File: config.mk
export PLATFORM = sky130hd
export DESIGN_NAME = uart_fifo_core_flat
export DESIGN_NICKNAME = d
export VERILOG_FILES = /design/src/rtl/uart_fifo_core_if.sv /design/src/rtl/uart_fifo_core.sv /design/src/flat_wrapper.sv
export SDC_FILE = /design/constraint.sdc
export NUM_CORES = 1
export LEC_CHECK = 0
export CORE_ASPECT_RATIO = 1.4
export CORE_MARGIN = 1
export CORE_UTILIZATION = 44
export DETAILED_ROUTE_END_ITERATION = 12
export SYNTH_ARGS = -nofsm -noshare
export SYNTH_HDL_FRONTEND = slang
export SYNTH_SLANG_ARGS = --single-unit
File: constraint.sdc
create_clock -name clk -period 2.4 [get_ports clk]
set_clock_uncertainty 0.05 [all_clocks]
set_input_delay 0.36 -clock clk [delete_from_list [all_inputs] [get_ports clk]]
set_output_delay 0.36 -clock clk [all_outputs]
set_load 0.05 [all_outputs]
File: src/rtl/uart_fifo_core_if.sv
// Host-side byte interface of uart_fifo_core: TX push, RX show-ahead pop, status flags.
interface uart_fifo_core_if #(
  parameter int DATA_BITS = 8
);
  logic [DATA_BITS-1:0] tx_data;
  logic                 tx_wr;
  logic                 tx_full;
  logic                 tx_busy;
  logic                 tx_done;
  logic [DATA_BITS-1:0] rx_data;
  logic                 rx_frame_err;
  logic                 rx_parity_err;
  logic                 rx_rd;
  logic                 rx_empty;
  logic                 rx_overrun;
  logic                 err_clr;

  modport master (
    output tx_data, tx_wr, rx_rd, err_clr,
    input  tx_full, tx_busy, tx_done, rx_data, rx_frame_err, rx_parity_err,
           rx_empty, rx_overrun
  );

  modport slave (
    input  tx_data, tx_wr, rx_rd, err_clr,
    output tx_full, tx_busy, tx_done, rx_data, rx_frame_err, rx_parity_err,
           rx_empty, rx_overrun
  );
endinterface

File: src/rtl/uart_fifo_core.sv
// Single-clock UART: baud tick enable, TX/RX FIFOs, 16x-oversampled receiver, loopback.
// state    | meaning
// S_IDLE   | line idle (TX: wait for FIFO data, RX: wait for low line)
// S_START  | start bit (RX: half-bit glitch check)
// S_DATA   | data bits, LSB first
// S_PARITY | optional parity bit
// S_STOP   | stop bit(s)
module uart_fifo_core #(
  parameter int CLOCK_FREQ = 38400000,
  parameter int BAUD_RATE  = 9600,
  parameter int OVERSAMPLE = 16,
  parameter int DATA_BITS  = 8,
  parameter int PARITY     = 0,
  parameter int STOP_BITS  = 1,
  parameter int FIFO_DEPTH = 4
) (
  input  logic               clk,
  input  logic               reset,
  uart_fifo_core_if.slave    bus,
  input  logic               loopback,
  input  logic               rx_pin,
  output logic               tx_pin
);
  localparam int DIV = CLOCK_FREQ / (BAUD_RATE * OVERSAMPLE);
  localparam int DW  = (DIV > 1) ? $clog2(DIV) : 1;
  localparam int AW  = $clog2(FIFO_DEPTH);
  localparam int OW  = $clog2(OVERSAMPLE);
  localparam int EW  = DATA_BITS + 2;
  localparam logic ODD = 1'(PARITY == 1);

  typedef enum logic [2:0] {S_IDLE, S_START, S_DATA, S_PARITY, S_STOP} state_t;

  logic [DW-1:0] baud_cnt;
  logic          tick;

  assign tick = (baud_cnt == DW'(DIV - 1));

  always_ff @(posedge clk or negedge reset) begin
    if (!reset) baud_cnt <= '0;
    else if (tick) baud_cnt <= '0;
    else baud_cnt <= baud_cnt + 1'b1;
  end

  // TX FIFO
  logic [DATA_BITS-1:0] tx_mem [FIFO_DEPTH];
  logic [AW:0]          tx_wp, tx_rp;
  logic                 tx_empty, tx_push, tx_pop;
  logic [DATA_BITS-1:0] tx_head;

  assign tx_empty    = (tx_wp == tx_rp);
  assign bus.tx_full = (tx_wp[AW] != tx_rp[AW]) && (tx_wp[AW-1:0] == tx_rp[AW-1:0]);
  assign tx_push     = bus.tx_wr && !bus.tx_full;
  assign tx_head     = tx_mem[tx_rp[AW-1:0]];

  always_ff @(posedge clk) begin
    if (tx_push) tx_mem[tx_wp[AW-1:0]] <= bus.tx_data;
  end

  always_ff @(posedge clk or negedge reset) begin
    if (!reset) begin
      tx_wp <= '0;
      tx_rp <= '0;
    end else begin
      if (tx_push) tx_wp <= tx_wp + 1'b1;
      if (tx_pop)  tx_rp <= tx_rp + 1'b1;
    end
  end

  // TX serializer
  state_t               tx_st;
  logic [OW-1:0]        tx_os;
  logic [3:0]           tx_bit;
  logic [DATA_BITS-1:0] tx_sh;
  logic                 tx_par, tx_line, tx_busy_q, tx_done_q;
  logic                 tx_bit_end, tx_last;

  assign tx_bit_end = tick && (tx_st != S_IDLE) && (tx_os == OW'(OVERSAMPLE - 1));
  assign tx_last    = tx_bit_end && (tx_st == S_STOP) && (tx_bit == 4'(STOP_BITS - 1));
  // A pop at the end of the last stop bit gives back-to-back frames with no idle gap.
  assign tx_pop     = tick && !tx_empty && ((tx_st == S_IDLE) || tx_last);

  always_ff @(posedge clk or negedge reset) begin
    if (!reset) begin
      tx_st     <= S_IDLE;
      tx_os     <= '0;
      tx_bit    <= '0;
      tx_sh     <= '0;
      tx_par    <= 1'b0;
      tx_line   <= 1'b1;
      tx_busy_q <= 1'b0;
      tx_done_q <= 1'b0;
    end else begin
      tx_done_q <= tx_last;
      if (tx_pop) begin
        tx_st     <= S_START;
        tx_os     <= '0;
        tx_bit    <= '0;
        tx_sh     <= tx_head;
        tx_par    <= (^tx_head) ^ ODD;
        tx_line   <= 1'b0;
        tx_busy_q <= 1'b1;
      end else if (tx_bit_end) begin
        tx_os <= '0;
        case (tx_st)
          S_START: begin
            tx_st   <= S_DATA;
            tx_line <= tx_sh[0];
            tx_bit  <= '0;
          end
          S_DATA: begin
            if (tx_bit == 4'(DATA_BITS - 1)) begin
              tx_bit <= '0;
              if (PARITY != 0) begin
                tx_st   <= S_PARITY;
                tx_line <= tx_par;
              end else begin
                tx_st   <= S_STOP;
                tx_line <= 1'b1;
              end
            end else begin
              tx_bit  <= tx_bit + 1'b1;
              tx_sh   <= tx_sh >> 1;
              tx_line <= tx_sh[1];
            end
          end
          S_PARITY: begin
            tx_st   <= S_STOP;
            tx_line <= 1'b1;
          end
          S_STOP: begin
            if (tx_last) begin
              tx_st     <= S_IDLE;
              tx_busy_q <= 1'b0;
            end else begin
              tx_bit <= tx_bit + 1'b1;
            end
          end
          default: tx_st <= S_IDLE;
        endcase
      end else if (tick && (tx_st != S_IDLE)) begin
        tx_os <= tx_os + 1'b1;
      end
    end
  end

  assign tx_pin      = loopback ? 1'b1 : tx_line;
  assign bus.tx_busy = tx_busy_q;
  assign bus.tx_done = tx_done_q;

  // RX synchroniser and deserializer
  logic [1:0]           rx_sync;
  logic                 rx_s;
  state_t               rx_st;
  logic [OW-1:0]        rx_os;
  logic [3:0]           rx_bit;
  logic [DATA_BITS-1:0] rx_sh;
  logic                 rx_perr, rx_push;
  logic [EW-1:0]        rx_wdata;

  assign rx_s = rx_sync[1];

  always_ff @(posedge clk or negedge reset) begin
    if (!reset) rx_sync <= 2'b11;
    else rx_sync <= {rx_sync[0], loopback ? tx_line : rx_pin};
  end

  always_ff @(posedge clk or negedge reset) begin
    if (!reset) begin
      rx_st    <= S_IDLE;
      rx_os    <= '0;
      rx_bit   <= '0;
      rx_sh    <= '0;
      rx_perr  <= 1'b0;
      rx_push  <= 1'b0;
      rx_wdata <= '0;
    end else begin
      rx_push <= 1'b0;
      if (tick) begin
        case (rx_st)
          S_IDLE: begin
            if (!rx_s) begin
              rx_st <= S_START;
              rx_os <= '0;
            end
          end
          S_START: begin
            if (rx_os == OW'(OVERSAMPLE / 2 - 1)) begin
              rx_os   <= '0;
              rx_bit  <= '0;
              rx_perr <= 1'b0;
              rx_st   <= rx_s ? S_IDLE : S_DATA;
            end else begin
              rx_os <= rx_os + 1'b1;
            end
          end
          default: begin
            if (rx_os != OW'(OVERSAMPLE - 1)) begin
              rx_os <= rx_os + 1'b1;
            end else begin
              rx_os <= '0;
              case (rx_st)
                S_DATA: begin
                  rx_sh <= {rx_s, rx_sh[DATA_BITS-1:1]};
                  if (rx_bit == 4'(DATA_BITS - 1)) rx_st <= (PARITY != 0) ? S_PARITY : S_STOP;
                  else rx_bit <= rx_bit + 1'b1;
                end
                S_PARITY: begin
                  rx_perr <= rx_s != ((^rx_sh) ^ ODD);
                  rx_st   <= S_STOP;
                end
                default: begin
                  rx_push  <= 1'b1;
                  rx_wdata <= {rx_sh, !rx_s, rx_perr};
                  rx_st    <= S_IDLE;
                end
              endcase
            end
          end
        endcase
      end
    end
  end

  // RX FIFO: entry = {data, frame_err, parity_err}
  logic [EW-1:0] rx_mem [FIFO_DEPTH];
  logic [AW:0]   rx_wp, rx_rp;
  logic          rx_full, rx_empty, rx_pop, rx_wr, rx_ovr_q;
  logic [EW-1:0] rx_head;

  assign rx_empty = (rx_wp == rx_rp);
  assign rx_full  = (rx_wp[AW] != rx_rp[AW]) && (rx_wp[AW-1:0] == rx_rp[AW-1:0]);
  assign rx_pop   = bus.rx_rd && !rx_empty;
  assign rx_wr    = rx_push && (!rx_full || rx_pop);
  assign rx_head  = rx_mem[rx_rp[AW-1:0]];

  always_ff @(posedge clk) begin
    if (rx_wr) rx_mem[rx_wp[AW-1:0]] <= rx_wdata;
  end

  always_ff @(posedge clk or negedge reset) begin
    if (!reset) begin
      rx_wp    <= '0;
      rx_rp    <= '0;
      rx_ovr_q <= 1'b0;
    end else begin
      if (rx_wr)  rx_wp <= rx_wp + 1'b1;
      if (rx_pop) rx_rp <= rx_rp + 1'b1;
      if (rx_push && rx_full && !rx_pop) rx_ovr_q <= 1'b1;
      else if (bus.err_clr) rx_ovr_q <= 1'b0;
    end
  end

  assign bus.rx_empty      = rx_empty;
  assign bus.rx_overrun    = rx_ovr_q;
  assign bus.rx_data       = rx_empty ? '0 : rx_head[EW-1:2];
  assign bus.rx_frame_err  = !rx_empty && rx_head[1];
  assign bus.rx_parity_err = !rx_empty && rx_head[0];
endmodule

File: src/flat_wrapper.sv
// flat-port wrapper written by rule: the top's interface ports become plain ports
module uart_fifo_core_flat 
#(
  parameter int CLOCK_FREQ = 38400000,
  parameter int BAUD_RATE  = 9600,
  parameter int OVERSAMPLE = 16,
  parameter int DATA_BITS  = 8,
  parameter int PARITY     = 0,
  parameter int STOP_BITS  = 1,
  parameter int FIFO_DEPTH = 4
)
  (clk, reset, loopback, rx_pin, tx_pin, bus_tx_data, bus_tx_wr, bus_rx_rd, bus_err_clr, bus_tx_full, bus_tx_busy, bus_tx_done, bus_rx_data, bus_rx_frame_err, bus_rx_parity_err, bus_rx_empty, bus_rx_overrun);
  uart_fifo_core_if #(.DATA_BITS(DATA_BITS)) bus_i ();
  input  logic clk;
  input  logic reset;
  input  logic loopback;
  input  logic rx_pin;
  output logic tx_pin;
  input wire logic [$bits(bus_i.tx_data)-1:0] bus_tx_data;
  input wire logic [$bits(bus_i.tx_wr)-1:0] bus_tx_wr;
  input wire logic [$bits(bus_i.rx_rd)-1:0] bus_rx_rd;
  input wire logic [$bits(bus_i.err_clr)-1:0] bus_err_clr;
  output wire logic [$bits(bus_i.tx_full)-1:0] bus_tx_full;
  output wire logic [$bits(bus_i.tx_busy)-1:0] bus_tx_busy;
  output wire logic [$bits(bus_i.tx_done)-1:0] bus_tx_done;
  output wire logic [$bits(bus_i.rx_data)-1:0] bus_rx_data;
  output wire logic [$bits(bus_i.rx_frame_err)-1:0] bus_rx_frame_err;
  output wire logic [$bits(bus_i.rx_parity_err)-1:0] bus_rx_parity_err;
  output wire logic [$bits(bus_i.rx_empty)-1:0] bus_rx_empty;
  output wire logic [$bits(bus_i.rx_overrun)-1:0] bus_rx_overrun;
  assign bus_i.tx_data = bus_tx_data;
  assign bus_i.tx_wr = bus_tx_wr;
  assign bus_i.rx_rd = bus_rx_rd;
  assign bus_i.err_clr = bus_err_clr;
  assign bus_tx_full = bus_i.tx_full;
  assign bus_tx_busy = bus_i.tx_busy;
  assign bus_tx_done = bus_i.tx_done;
  assign bus_rx_data = bus_i.rx_data;
  assign bus_rx_frame_err = bus_i.rx_frame_err;
  assign bus_rx_parity_err = bus_i.rx_parity_err;
  assign bus_rx_empty = bus_i.rx_empty;
  assign bus_rx_overrun = bus_i.rx_overrun;
  uart_fifo_core #(.CLOCK_FREQ(CLOCK_FREQ), .BAUD_RATE(BAUD_RATE), .OVERSAMPLE(OVERSAMPLE), .DATA_BITS(DATA_BITS), .PARITY(PARITY), .STOP_BITS(STOP_BITS), .FIFO_DEPTH(FIFO_DEPTH)) u_core (.clk(clk), .reset(reset), .bus(bus_i), .loopback(loopback), .rx_pin(rx_pin), .tx_pin(tx_pin));
endmodule
==> results of run 1 <==
## where the power goes
group	total [W]	leakage, nW	switching (W)	internal [W]
clock	0.00270	0.298	0.00105	0.00165
sequential	0.00290	1.78	0.0000750	0.00283
combinational	0.000730	1.17	0.000393	0.000337
total	0.00633	3.25	0.00152	0.00481
## final cells by class
| cell class | instances | area [um^2] | share of cell area [%] |
|---|---|---|---|
| Sequential cell | 148 | 4070 | 52.3 |
| Multi-Input combinational cell | 278 | 2310 | 29.6 |
| Timing Repair Buffer | 53 | 494 | 6.35 |
| Clock buffer | 17 | 425 | 5.47 |
| Tap cell | 189 | 236 | 3.04 |
| Clock inverter | 15 | 180 | 2.32 |
| Inverter | 19 | 71.3 | 0.917 |
## state kept, by name, indices dropped and copies added, names as in the netlist, 4 cells and up
register         count
u_core.baud_cnt      8
u_core.rx_bit        4
u_core.rx_mem       40
u_core.rx_os         4
u_core.rx_sh         8
u_core.rx_wdata     10
u_core.tx_bit        4
u_core.tx_mem       32
u_core.tx_os         4
u_core.tx_sh         8
## metrics by stage
step / setup WS, ps / instance area, um^2 / utilization (%) / instances / hold WS, ps
3_5_place_dp: 63.8 / 7150 / 49.5 / 686 / 300
2_1_floorplan: 56.9 / 6500 / - / 459 / 14.4
6_report: 129 / 7780 / 53.9 / 719 / 308
5_1_grt: 20.3 / 7780 / 53.9 / 719 / 314
3_3_place_gp: 94.6 / 7150 / 49.5 / 686 / 298
4_1_cts: 17.9 / 7760 / 53.7 / 719 / 309
## worst paths after layout
check | from | end | slack (ps) | cells after the start
max | u_core.tx_bit[0]$_DFFE_PN0P_ | u_core.tx_rp[1]$_DFFE_PN0N_ | 130 | 6
min | u_core.rx_sync[0]$_DFF_PN1_ | u_core.rx_sync[1]$_DFF_PN1_ | 310 | 0
max reg2reg | u_core.tx_bit[0]$_DFFE_PN0P_ | u_core.tx_rp[1]$_DFFE_PN0N_ | 130 | 6
min reg2reg | u_core.rx_sync[0]$_DFF_PN1_ | u_core.rx_sync[1]$_DFF_PN1_ | 310 | 0
max in group asynchronous | reset | u_core.rx_wdata[6]$_DFFE_PN0P_ | 1290 | 3
min in group asynchronous | reset | u_core.rx_bit[2]$_DFFE_PN0P_ | 420 | 2
## placed cells by master, fill, tap and decap left out, types with 4 or more instances in the layout
cell,count
mux2i_1,7
nor3b_1,4
nand3_1,11
o21ai_0,26
nor3_1,11
clkdlybuf4s50_1,16
nand2b_1,5
buf_12,4
edfxtp_1,72
inv_1,19
mux2_2,23
mux4_2,18
nor2_1,21
xnor2_1,18
and2_1,4
xor2_1,14
dfrtp_1,73
nor2b_1,13
ha_1,17
clkbuf_16,17
nand2_1,33
buf_4,31
a21oi_1,7
## timing repair
item                                   in CTS  in global routing
endpoints found under the hold margin      35                  0
resized for setup                           0                  3
hold buffers                                1                  0
setup endpoints to repair                   0                 11
## routing by layer
layer  global-route usage, %  share of wire, %  up-vias
li1                        -                 -     1793
met1                    17.0                40     1813
met2                    29.8                56       52
met3                    3.63               2.6       15
met4                    8.45               1.9        0
met5                       0                 0        -
## logic make-up after synthesis
family	count (synthesis)	share of synthesized area (%)
simple gates	130	11.2
buf+inv	33	2.12
mux	48	11.3
fa+ha+maj	17	3.27
flops	148	62.6
xor+xnor	33	4.66
compound gates	50	4.82
==> impl_metrics.tcl, run 1 <==
set metrics [dict create \
    grt_pass1_vias 3905 \
    gp_congestion 0.757 \
    drt_wl_total_um 10900 \
    worstSetupPathType "flip-flop to flip-flop" \
    synth_common_cells "dfrtp_1, edfxtp_1, nand2_1" \
    max_freq_mhz 440 \
    io_pins 31 \
    cts_root_buffer "clkbuf_16" \
    hold_class "flip-flop to flip-flop" \
    drcViolationCount 0 \
    start_util_pct 45.0 \
    cts_tree "yes" \
    antenna_cells 0 \
    period_minus_slack_ps 2270 \
    crit_chain "inv_1 -> ha_1 -> or3b_2 -> nor3_1 -> o221a_2 -> mux2_2" \
    fin_crit_sh_pct 94.6 \
    post_cts_buffers 0 \
    antenna_found_initial 0 \
    clock-sinks 148 \
    vias 3673 \
    synth-seq-cells 148 \
    io_buffers 30 \
    tightest_slew_ps 887 \
    crit_fanout 8 \
    synth_area_per_cell_um2 14.2 \
    gr-total-overflow 0 \
    hold_violations 0 \
    cp.arrival_ps 2530 \
    path_clk_slew_ps 60 \
    die_area_um2 15300 \
    wire_per_inst_um 15.2 \
    synth_edf_count 72 \
    num-fill-cells 1238 \
    die_x_um 105 \
    powerDensity_nw_per_um2 814 \
    peakVddDrop_uv 707 \
    dp_hpwl_um 7790 \
    core_area_um2 14400 \
    power_w 0.00633 \
    synth_nets 491 \
    yosysSeqAreaShare_pct 62.6 \
    clock_path_buffers 2 \
    synth_top_area_cell "edfxtp_1" \
    synth_most_common_cell "dfrtp_1" \
    cp-start-kind "flip-flop" \
    ys.flop_type "dfrtp_1" \
    die_h_um 146 \
    drv_cap 0 \
    rows 52 \
    htreeDepth 4 \
    setup_violations 0 \
    yosys-top-cells-area "edfxtp_1, dfrtp_1, mux4_2" \
    synth_top_area_share_pct 33.3 \
    drtPass1Iterations 4 \
    grt_util_all_layers_pct 16.1 \
    p_leak_nw 3.25 \
    rsz0062_at_grt "no" \
    areaGrowthSynthToFinish_pct 19.8 \
    slew_violations 0 \
    drt_iter0_markers 164 \
    via_per_inst 5.11 \
    endpoint_kind "flip-flop" \
    grt_first_pass_wirelength_um 18900 \
    cts_buffers 17 \
    layout-drive-gt1-share_pct 23.6 \
    fin_nets 549 \
    synthCells 459 \
    relSlewSlack_pct 40.7 \
    yosysUniqueCellTypes 60 \
    synthesis.area_um2 6500 \
    fin_tns_setup_ps 0 \
    async_flop_share_pct 51.4 \
    antenna_left 0 \
    yosys_warnings 0 \
    insertion_delay_ps 420 \
    outcome "finished, final reports clean" \
    cpPeakStageDelay_ps 480 \
    slowest_stage "or3b_2" \
    grt_start_max_net_pins 40 \
    path_delay_family "simple AND/OR/NAND/NOR gates" \
    crit_buf_inv 1 \
    crit_required_ps 2660 \
]
Note: power is estimated with default switching activity, not from simulation.
==> run 2: changes to the inputs <==
Settings changed: CAP_MARGIN set to 40.
==> run 2 against run 1 <==
Against the previous run: hold slack stayed put; total power about the same; core utilization is 0.052 points higher; clock power about the same; sequential power is essentially flat; die area unchanged; critical path depth did not move; first-iteration DRC count up 11%; routed wire length grew 0.36%; highest routed layer unchanged; design area is essentially flat; combinational power about the same.
==> impl_metrics.tcl, run 2 (synthesis gave the netlist of run 1 again) <==
set metrics [dict create \
    vias 3679 \
    areaGrowthSynthToFinish_pct 19.9 \
    cts_tree "yes" \
    clock-sinks 148 \
    core_area_um2 14400 \
    die_area_um2 15300 \
    cp.arrival_ps 2530 \
    r2r-end "u_core.tx_rp[1]$_DFFE_PN0N_" \
    cts_root_buffer "clkbuf_16" \
    path_clk_slew_ps 60 \
    worstSetupPathType "flip-flop to flip-flop" \
    fin_tns_setup_ps 0 \
    rr_worst_depth 6 \
    rows 52 \
    insertion_delay_ps 420 \
    rrSetupSlack_ps 130 \
    cp-start-kind "flip-flop" \
    htreeDepth 4 \
    slew_violations 0 \
    peakVddDrop_uv 710 \
    worst_hold_slack_ps 308 \
    p_leak_nw 3.25 \
    powerDensity_nw_per_um2 813 \
    tightest_slew_ps 875 \
    hold_path_end "u_core.rx_sync[1]$_DFF_PN1_" \
    wire_per_inst_um 15.2 \
    hold_class "flip-flop to flip-flop" \
    io_pins 31 \
    reg2reg_from "u_core.tx_bit[0]$_DFFE_PN0P_" \
    drcViolationCount 0 \
    die_x_um 105 \
    drv_cap 0 \
    final_cell_mix "dfrtp_1, edfxtp_1, nand2_1" \
    grt_start_max_net_pins 40 \
    io_buffers 30 \
    hold_violations 0 \
    crit_required_ps 2660 \
    grt_pass1_vias 3905 \
    final_common_cell "dfrtp_1" \
    drt_iter0_markers 182 \
    antenna_left 0 \
    path_delay_family "simple AND/OR/NAND/NOR gates" \
    crit_fanout 8 \
    largest_reg_flops 40 \
    max_freq_mhz 440 \
    antenna_found_initial 0 \
    die_h_um 146 \
    clock_path_buffers 2 \
    via_per_inst 5.11 \
    cpPeakStageDelay_ps 480 \
    design_area_um2 7790 \
    placed_area_um2 7150 \
    fin_nets 550 \
    gr-total-overflow 0 \
    fin_crit_sh_pct 94.6 \
    drtPass1Iterations 4 \
    endpoint_kind "flip-flop" \
    period_minus_slack_ps 2270 \
    start_util_pct 45.0 \
    rsz0062_at_grt "no" \
    layout-drive-gt1-share_pct 23.7 \
    crit_chain "inv_1 -> ha_1 -> or3b_2 -> nor3_1 -> o221a_2 -> mux2_2" \
    relSlewSlack_pct 41.5 \
    crit_buf_inv 1 \
    antenna_cells 0 \
    drt_wl_total_um 10900 \
    hold_depth 0 \
    gp_congestion 0.757 \
    grt_util_all_layers_pct 16.1 \
    setup_violations 0 \
    cts_buffers 17 \
    grt_first_pass_wirelength_um 18900 \
    outcome "finished, final reports clean" \
    min-delay-start "u_core.rx_sync[0]$_DFF_PN1_" \
    dp_hpwl_um 7790 \
    slowest_stage "or3b_2" \
    power_w 0.00633 \
]
## run 2: worst max path at each step
stage | start | endpoint | slack [ps] | depth (start not counted)
after floorplan | u_core.rx_wp[0]$_DFFE_PN0P_ | bus_rx_data[0] | 60 | 4
after global placement | u_core.baud_cnt[1]$_DFF_PN0_ | u_core.tx_bit[3]$_DFFE_PN0P_ | 90 | 7
after detailed placement | u_core.baud_cnt[1]$_DFF_PN0_ | u_core.tx_bit[3]$_DFFE_PN0P_ | 60 | 7
after CTS | u_core.rx_rp[0]$_DFFE_PN0P_ | bus_rx_data[4] | 20 | 4
after global routing | u_core.tx_bit[0]$_DFFE_PN0P_ | u_core.tx_rp[1]$_DFFE_PN0N_ | 20 | 6
final | u_core.tx_bit[0]$_DFFE_PN0P_ | u_core.tx_rp[1]$_DFFE_PN0N_ | 130 | 6
## run 2: per-stage QoR
step / setup slack, ps / util (%) / instances
after floorplan: 56.9 / - / 459
after global placement: 94.6 / 49.5 / 686
after detailed placement: 63.8 / 49.5 / 686
after CTS: 17.9 / 53.7 / 719
after global routing: 20.3 / 53.9 / 720
final: 129 / 53.9 / 720
## run 2: per-layer routing
layer | global-route usage [%] | wire [um] | vias to the layer above | share of wire (%)
li1 | - | - | 1795 | -
met1 | 17.0 | 4340 | 1813 | 40
met2 | 29.8 | 6090 | 55 | 56
met3 | 3.63 | 283 | 16 | 2.6
met4 | 8.45 | 223 | 0 | 2.0
met5 | 0 | 0 | - | 0
## run 2: repair_timing
item                       4_1_cts  5_1_grt
hold buffers                     1        0
buffers inserted                 0        0
setup endpoints to repair        0       11
resized for setup                0        3
hold endpoints to repair        35        0
## run 2: where the power goes
group          switching [W]  internal, W
clock network        0.00105      0.00165
logic               0.000393     0.000337
registers          0.0000749      0.00283
## run 2: final cells by class
class	instances	area, um^2
Timing Repair Buffer	54	502
Multi-Input combinational cell	278	2310
Fill cell	1237	6660
Clock inverter	15	180
Sequential cell	148	4070
Clock buffer	17	425
Tap cell	189	236
Inverter	19	71.3
==> run 3: changes to the inputs <==
Settings changed: ABC_AREA set to 1.
==> run 3 against run 2 <==
Against the previous run: final cell count is 27% higher; clock-buffer cell count grew 1; register-to-register slack better by 250 ps; global-route usage grew 0.87 points; clock power is 3% higher; setup slack better by 59 ps; critical endpoint is now bus_rx_parity_err; total power grew 17%.
==> impl_metrics.tcl, run 3 <==
set metrics [dict create \
    outcome "finished, final reports clean" \
    synth_nets 690 \
    yosys-top-cells-area "edfxtp_1, dfrtp_1, nand2_1" \
    largest_reg_flops 40 \
    drcViolationCount 0 \
    cts_tree "yes" \
    r2r-end "u_core.tx_rp[1]$_DFFE_PN0N_" \
    rr_worst_depth 12 \
    tightest_slew_ps 545 \
    reg2reg_from "u_core.baud_cnt[1]$_DFF_PN0_" \
    cp.arrival_ps 1800 \
    htreeDepth 4 \
    cp-start-kind "flip-flop" \
    gp_congestion 0.834 \
    async_flop_share_pct 51.4 \
    period_minus_slack_ps 2210 \
    via_per_inst 4.90 \
    powerDensity_nw_per_um2 934 \
    antenna_found_initial 0 \
    yosysUniqueCellTypes 45 \
    hold_path_end "u_core.rx_sync[1]$_DFF_PN1_" \
    ys.flop_type "dfrtp_1" \
    crit_chain "inv_1 -> nand2_1 -> a21oi_2 -> nand2_4 -> nand2_1 -> inv_1 -> buf_4" \
    vias 4470 \
    fin_nets 739 \
    wire_per_inst_um 13.2 \
    relSlewSlack_pct 63.6 \
    rsz0062_at_grt "no" \
    grt_first_pass_wirelength_um 20700 \
    p_leak_nw 3.74 \
    slew_violations 0 \
    endpoint_kind "output pin" \
    dp_hpwl_um 8540 \
    cts_buffers 17 \
    areaGrowthSynthToFinish_pct 18.3 \
    min-delay-start "u_core.rx_sync[0]$_DFF_PN1_" \
    synthCells 658 \
    drtPass1Iterations 4 \
    synth-seq-cells 148 \
    stdcell_count 912 \
    synthesis.area_um2 6730 \
    yosys_warnings 0 \
    worstSetupPathType "flip-flop to output pin" \
    peakVddDrop_uv 517 \
    synth_common_cells "nand2_1, nor2_1, dfrtp_1" \
    path_clk_slew_ps 60 \
    crit_fanout 14 \
    max_freq_mhz 452 \
    slowest_stage "dfrtp_1" \
    dp.cells 879 \
    grt_start_max_net_pins 38 \
    fin_crit_sh_pct 92.2 \
    path_delay_family "flip-flops" \
    core_area_um2 15000 \
    num-fill-cells 1344 \
    insertion_delay_ps 420 \
    final_cell_mix "nand2_1, nor2_1, dfrtp_1" \
    crit_required_ps 1990 \
    synth_most_common_cell "nand2_1" \
    hold_violations 0 \
    layout-drive-gt1-share_pct 14.4 \
    antenna_cells 0 \
    antenna_left 0 \
    grt_pass1_vias 4419 \
    io_pins 31 \
    post_cts_buffers 0 \
    synth_top_area_cell "edfxtp_1" \
    io_buffers 30 \
    gr-total-overflow 0 \
    drt_iter0_markers 211 \
    die_x_um 106 \
    startpoint "u_core.rx_wp[0]$_DFFE_PN0P_" \
    rows 53 \
    grt_util_all_layers_pct 17.0 \
    cts_root_buffer "clkbuf_16" \
    die_area_um2 15800 \
    clock_path_buffers 2 \
    crit_buf_inv 3 \
    hold_class "flip-flop to flip-flop" \
    cpPeakStageDelay_ps 420 \
    drt_wl_total_um 12000 \
    synth_top_area_share_pct 32.1 \
    clock-sinks 148 \
    drv_cap 0 \
    worst-path-stages 7 \
    setup_violations 0 \
    start_util_pct 44.9 \
    synth_edf_count 72 \
    hold_depth 0 \
    fin_tns_setup_ps 0 \
    rrSetupSlack_ps 380 \
    synth_area_per_cell_um2 10.2 \
    final_common_cell "nand2_1" \
    die_h_um 148 \
    yosysSeqAreaShare_pct 60.5 \
]
run 3: cell types whose count changed after synthesis, moves of 9 or more:
cell     change
nand2_1     +68
mux2_2      -22
o22ai_1      +9
mux4_2      -18
o21ai_0     +22
inv_1       +51
nand3_1     +35
nor2b_1     -13
nor2_1      +69
o32ai_1     +10
nor2_2      +14
a21oi_1     +11
xnor2_1      -9
run 3: layout make-up:
class | instances | area [um^2] | area share, %
Clock buffer | 18 | 429 | 5.40
Clock inverter | 14 | 199 | 2.50
Inverter | 75 | 287 | 3.60
Multi-Input combinational cell | 418 | 2280 | 28.7
Sequential cell | 148 | 4070 | 51.1
Tap cell | 192 | 240 | 3.02
Timing Repair Buffer | 47 | 449 | 5.65
run 3: timing repair:
action                                 in CTS  in global routing
hold buffers                                1                  0
endpoints found under the hold margin      32                  0
gates resized for setup                     1                  3
setup endpoints to repair                  11                 11
run 3: worst reg2reg max path, cell delays in order, from the launching register on:
cell and delay, ps:
dfrtp_1 390, inv_1 60, ha_1 130, nand2_1 80, nor2_4 140, nand3_4 140
nor2_8 240, nand2_4 110, nand2_4 80, nand2_4 190, clkinv_4 190, nand2_1 60
o21ai_1 80
run 3: metrics by stage:
step / hold WS, ps / cell area [um^2] / total power (W) / util, % / setup slack (ps)
floorplan: 14.4 / 6730 / 0.00407 / - / 556
global placement: 297 / 7300 / 0.00465 / 48.7 / 409
detailed placement: 298 / 7300 / 0.00469 / 48.7 / 353
CTS: 308 / 7940 / 0.00750 / 53.0 / 56.3
global route: 316 / 7950 / 0.00779 / 53.1 / 22.3
finish: 323 / 7950 / 0.00743 / 53.1 / 188
run 3: worst max path at each step:
| stage | slack (ps) | endpoint |
|---|---|---|
| 6_report | 190 | bus_rx_parity_err |
| 5_1_grt | 20 | bus_rx_data[4] |
| 4_1_cts | 60 | bus_rx_parity_err |
| 3_5_place_dp | 350 | u_core.tx_rp[1]$_DFFE_PN0N_ |
| 3_3_place_gp | 410 | u_core.tx_sh[7]$_DFFE_PN0P_ |
| 2_1_floorplan | 560 | bus_rx_empty |
run 3: layer usage:
metal	track usage [%]	up-vias	wire [um]
li1	-	2294	-
met1	17.2	2114	4750
met2	32.8	54	6890
met3	3.29	8	285
met4	8.29	0	113
met5	0	-	0
run 3: cell families after synthesis:
| group | Yosys count | synth area share, % |
|---|---|---|
| compound gates | 98 | 8.33 |
| xor+xnor | 23 | 3.00 |
| fa+ha+maj | 17 | 3.16 |
| buf+inv | 92 | 5.77 |
| flops | 148 | 60.5 |
| mux | 1 | 0.167 |
| simple gates | 279 | 19.1 |
run 3: where the power goes:
| group | internal, W | switching [W] | total [W] |
|---|---|---|---|
| combinational | 0.000622 | 0.00112 | 0.00174 |
| clock | 0.00175 | 0.00104 | 0.00279 |
| sequential | 0.00283 | 0.0000752 | 0.00290 |
